`src/rtl/mousetrap_sync_rx.sv`:
```
// Clocked receiver for a two-phase MouseTrap pipeline: ReqIn synchroniser, FWFT FIFO, AckOut toggle.
// Optional MOUSETRAP_RX_COUNT_EN adds a 16-bit TokenCount of accepted tokens.
module mousetrap_sync_rx #(
  parameter int DATA_WIDTH  = 8,
  parameter int DEPTH       = 4,
  parameter int SYNC_STAGES = 2
) (
  input  logic                  Clock,
  input  logic                  Reset,
  input  logic                  ReqIn,
  input  logic [DATA_WIDTH-1:0] DataIn,
  output logic                  AckOut,
  output logic                  OutValid,
  output logic [DATA_WIDTH-1:0] OutData,
  input  logic                  OutReady,
  output logic                  Full
`ifdef MOUSETRAP_RX_COUNT_EN
  ,
  output logic [15:0]           TokenCount
`endif
);

  localparam int AW = $clog2(DEPTH);

  logic [SYNC_STAGES-1:0] req_sync;
  logic [AW:0]            wr_ptr;
  logic [AW:0]            rd_ptr;
  logic [DATA_WIDTH-1:0]  mem [DEPTH];
  logic                   pending;
  logic                   accept;
  logic                   pop;
  logic                   empty;

  always_ff @(posedge Clock) begin
    if (Reset) begin
      req_sync <= '0;
    end else begin
      req_sync <= {req_sync[SYNC_STAGES-2:0], ReqIn};
    end
  end

  assign empty    = (wr_ptr == rd_ptr);
  assign Full     = (wr_ptr[AW] != rd_ptr[AW]) && (wr_ptr[AW-1:0] == rd_ptr[AW-1:0]);
  assign OutValid = ~empty;
  assign OutData  = mem[rd_ptr[AW-1:0]];

  // DataIn is only sampled while a token is pending, when bundling keeps it stable.
  assign pending = req_sync[SYNC_STAGES-1] ^ AckOut;
  assign accept  = pending & ~Full;
  assign pop     = ~empty & OutReady;

  always_ff @(posedge Clock) begin
    if (Reset) begin
      wr_ptr <= '0;
      rd_ptr <= '0;
      AckOut <= 1'b0;
    end else begin
      if (accept) begin
        wr_ptr <= wr_ptr + (AW+1)'(1);
        AckOut <= ~AckOut;
      end
      if (pop) begin
        rd_ptr <= rd_ptr + (AW+1)'(1);
      end
    end
  end

  always_ff @(posedge Clock) begin
    if (accept) begin
      mem[wr_ptr[AW-1:0]] <= DataIn;
    end
  end

`ifdef MOUSETRAP_RX_COUNT_EN
  always_ff @(posedge Clock) begin
    if (Reset) begin
      TokenCount <= '0;
    end else if (accept) begin
      TokenCount <= TokenCount + 16'd1;
    end
  end
`endif

endmodule
```
`config.mk`:
```
export PLATFORM = sky130hd
export DESIGN_NAME = mousetrap_sync_rx
export DESIGN_NICKNAME = d
export VERILOG_FILES = /design/src/rtl/mousetrap_sync_rx.sv
export SDC_FILE = /design/constraint.sdc
export NUM_CORES = 1
export LEC_CHECK = 0
export CAP_MARGIN = 20
export CORE_ASPECT_RATIO = 0.9
export CORE_MARGIN = 1
export CORE_UTILIZATION = 30
export DETAILED_ROUTE_END_ITERATION = 6
export DONT_BUFFER_PORTS = 1
export PLACE_DENSITY = 0.42
export SYNTH_ARGS = -nofsm -noshare
export SYNTH_HDL_FRONTEND = slang
export SYNTH_SLANG_ARGS = --single-unit
```
`constraint.sdc`:
```
create_clock -name Clock -period 1.85 [get_ports Clock]
set_clock_uncertainty 0.1 [all_clocks]
set_input_delay 0.185 -clock Clock [delete_from_list [all_inputs] [get_ports Clock]]
set_output_delay 0.185 -clock Clock [all_outputs]
set_load 0.02 [all_outputs]
```
==> impl_metrics.env <==
export IMPL_rrSetupSlack_ps=190
export IMPL_ys_warnings_count=0
export IMPL_rr_worst_depth=3
export IMPL_synth_top_area_cell="edfxtp_1"
export IMPL_min_path_type="in2reg"
export IMPL_cp_arrival_ps=1410
export IMPL_n_fill_cell=549
export IMPL_wl_per_cell_um=16.6
export IMPL_die_x_um=85.1
export IMPL_irDropWorstVdd_v=0.000368
export IMPL_regArea_um2=1180
export IMPL_ys_seq_elements=43
export IMPL_rows=26
export IMPL_setup_viol=0
export IMPL_max_freq_mhz=592
export IMPL_io_buffers=0
export IMPL_root_buffer="clkbuf_8"
export IMPL_grt_overflow=0
export IMPL_clock_latency_ps=290
export IMPL_cts_made_buffers=5
export IMPL_power_mw=2.87
export IMPL_synth_most_common_cell="edfxtp_1"
export IMPL_cp_cell_sequence="buf_4 > mux4_2"
export IMPL_cts_setup_buffers=0
export IMPL_async_reset_ff_share_pct=0
export IMPL_n_antenna_cell=0
export IMPL_clk_pin_slew_ps=80
export IMPL_fp_dieH_um=76.8
export IMPL_synth_cell_types=29
export IMPL_cp_top_family="multiplexers"
export IMPL_period_needed_ps=1690
export IMPL_core_area_um2=5820
export IMPL_fin_area_um2=2240
export IMPL_drv_slew=0
export IMPL_cts_htree_levels=2
export IMPL_critPathCaptureType="output port"
export IMPL_hold_viol=0
export IMPL_ys_top_cells_by_count="edfxtp_1 (32), dfxtp_1 (11), mux4_2 (8), nor2b_1 (8), nand3_1 (7)"
export IMPL_yosysSeqAreaShare_pct=63.4
export IMPL_p_leak_nw=0.778
export IMPL_postRouteAntennaNets=0
export IMPL_synth_area_leaders="edfxtp_1 (52%), dfxtp_1 (12%), mux4_2 (9.7%)"
export IMPL_syn_nets=143
export IMPL_path_max_fanout=8
export IMPL_multi_input_area_um2=663
export IMPL_dpl_instance_area_um2=2050
export IMPL_post_route_period_util_pct=91.4
export IMPL_min_to="wr_ptr[2]$_SDFFE_PP0P_"
export IMPL_cts_tree="done"
export IMPL_start_util_pct=32.0
export IMPL_antenna_found_initial=0
export IMPL_cts_path_max_buffers=2
export IMPL_drive_above_1_share_pct=22.7
export IMPL_grt_max_degree=16
export IMPL_drv_max_cap_violation_count=0
export IMPL_place_congestion=0.832
export IMPL_r2r_start="wr_ptr[2]$_SDFFE_PP0P_"
export IMPL_area_growth_pct=20.5
export IMPL_clock_sinks=43
export IMPL_slowest_delay_ps=600
export IMPL_drc=0
export IMPL_r2r_end="mem[1][4]$_DFFE_PP_"
export IMPL_pin_count=23
export IMPL_slew_headroom_pct=71.4
export IMPL_grt_pass1_wl_mm=6.04
export IMPL_fin_nets=170
export IMPL_routed_via_count=1100
export IMPL_startpoint_type="register"
export IMPL_drt_pass1_iter_count=4
export IMPL_power_density_nw_per_um2=1280
export IMPL_critPathKind="reg2out"
export IMPL_setup_tns_ps=0
export IMPL_crit_buf_inv=1
export IMPL_finalWirelength_mm=3.71
export IMPL_die_area_um2=6530
export IMPL_drtIter0Drc=45
export IMPL_vias_per_cell=4.91
export IMPL_status="finished, final reports clean"
export IMPL_synth_top_area_share_pct=51.6
export IMPL_synth_area_per_cell_um2=14.8
export IMPL_cpMaxStageDelayCell="mux4_2"
export IMPL_rsz0062_at_grt="false"
export IMPL_grt_use_total_pct=12.3
export IMPL_min_from="Reset"
export IMPL_tightest_slew_ps=429
export IMPL_ys_dominant_reg_cell="edfxtp_1"
export IMPL_synthCells=126
export IMPL_holdWs_ps=11.9
export IMPL_cp_required_ps=1560
export IMPL_whs_path_depth=3
export IMPL_synth_area_um2=1860
export IMPL_hpwl_mm=2.64
export IMPL_grt_pass1_vias=1139
export IMPL_synth_edff_count=32
-- worst register-to-register path, cell delays in order (launching register included) --
cell,delay (ps)
dfxtp_1,480
xor2_1,130
a31oi_1,280
and2_2,350
-- where the power goes --
part	switching, mW	internal (mW)	total [mW]
Combinational	0.584	0.448	1.03
Clock	0.317	0.264	0.581
Sequential	0.116	1.14	1.26
Total	1.02	1.85	2.87
-- cell families after synthesis --
group,count (synthesis),synth area share [%]
AOI/OAI and AO/OA,13,4.57
xor gates and xnor gates,8,3.76
adders and majority gates,5,3.36
buffers and inverters,8,1.88
DFF,43,63.4
muxes,9,10.2
and+or+nand+nor,40,12.8
-- per-layer routing --
metal / share of wire [%] / vias up / wire length, µm / GRT usage [%]
li1: - / 536 / - / -
met1: 50 / 544 / 1870 / 16.7
met2: 46 / 18 / 1700 / 19.4
met3: 3.4 / 2 / 127 / 3.44
met4: 0.40 / 0 / 15 / 3.56
met5: 0 / - / 0 / 0
-- metrics by stage --
step	utilization, %	std cells	setup slack [ps]
after floorplan	-	126	45.9
after global placement	35.1	206	50.5
after detailed placement	35.1	206	19.8
after CTS	38.3	224	79.9
after global routing	38.5	224	68.5
final	38.5	224	159
-- cell usage in the layout, fill, tap and decap left out --
cell type and instances:
edfxtp_1 32, clkbuf_8 5, ha_1 5, a211o_1 1, o211ai_1 1, dlygate4sd3_1 10
nand4_1 5, nor4b_1 1, nand2_1 5, inv_1 2, xor2_2 1, nor3_2 1
o311ai_0 2, or4b_1 1, nand3_1 7, clkbuf_1 1, clkinvlp_4 1, mux2i_1 1
xnor2_1 4, a31oi_1 3, buf_4 16, xor2_1 3, and2_2 1, and2_1 2
clkinv_2 1, o31ai_1 1, nor2_2 1, nor3b_1 6, a21oi_1 3, and3b_1 1
o21ai_0 2, mux4_2 8, dfxtp_1 11, nor2_1 1, nor2b_1 8
-- what timing repair did --
action | in CTS | in global routing
hold buffers | 10 | 0
pin swaps | 0 | 0
endpoints found under the hold margin | 37 | 0
setup endpoints to repair | 6 | 1
gates resized for setup | 1 | 2
-- worst max-delay path by stage --
stage,cells past startpoint,to
after CTS,3,Full
after floorplan,3,mem[3][0]$_DFFE_PP_
after global placement,3,mem[1][0]$_DFFE_PP_
after global routing,3,Full
final,2,OutData[6]
after detailed placement,3,mem[1][4]$_DFFE_PP_
-- cell type report --
class | count | share of cell area, %
clock buffer | 6 | 3.23
clock inverter | 2 | 0.557
inverter | 2 | 0.334
multi-input combinational | 75 | 29.5
sequential | 43 | 52.6
tap | 70 | 3.90
timing repair buffer | 26 | 9.81
-- flip-flops by register name (all words and copies together), names as in the netlist, named ones only --
signal,flops
wr_ptr,3
AckOut,1
req_sync,2
rd_ptr,3
mem,32
(Power assumes the default switching activity.)
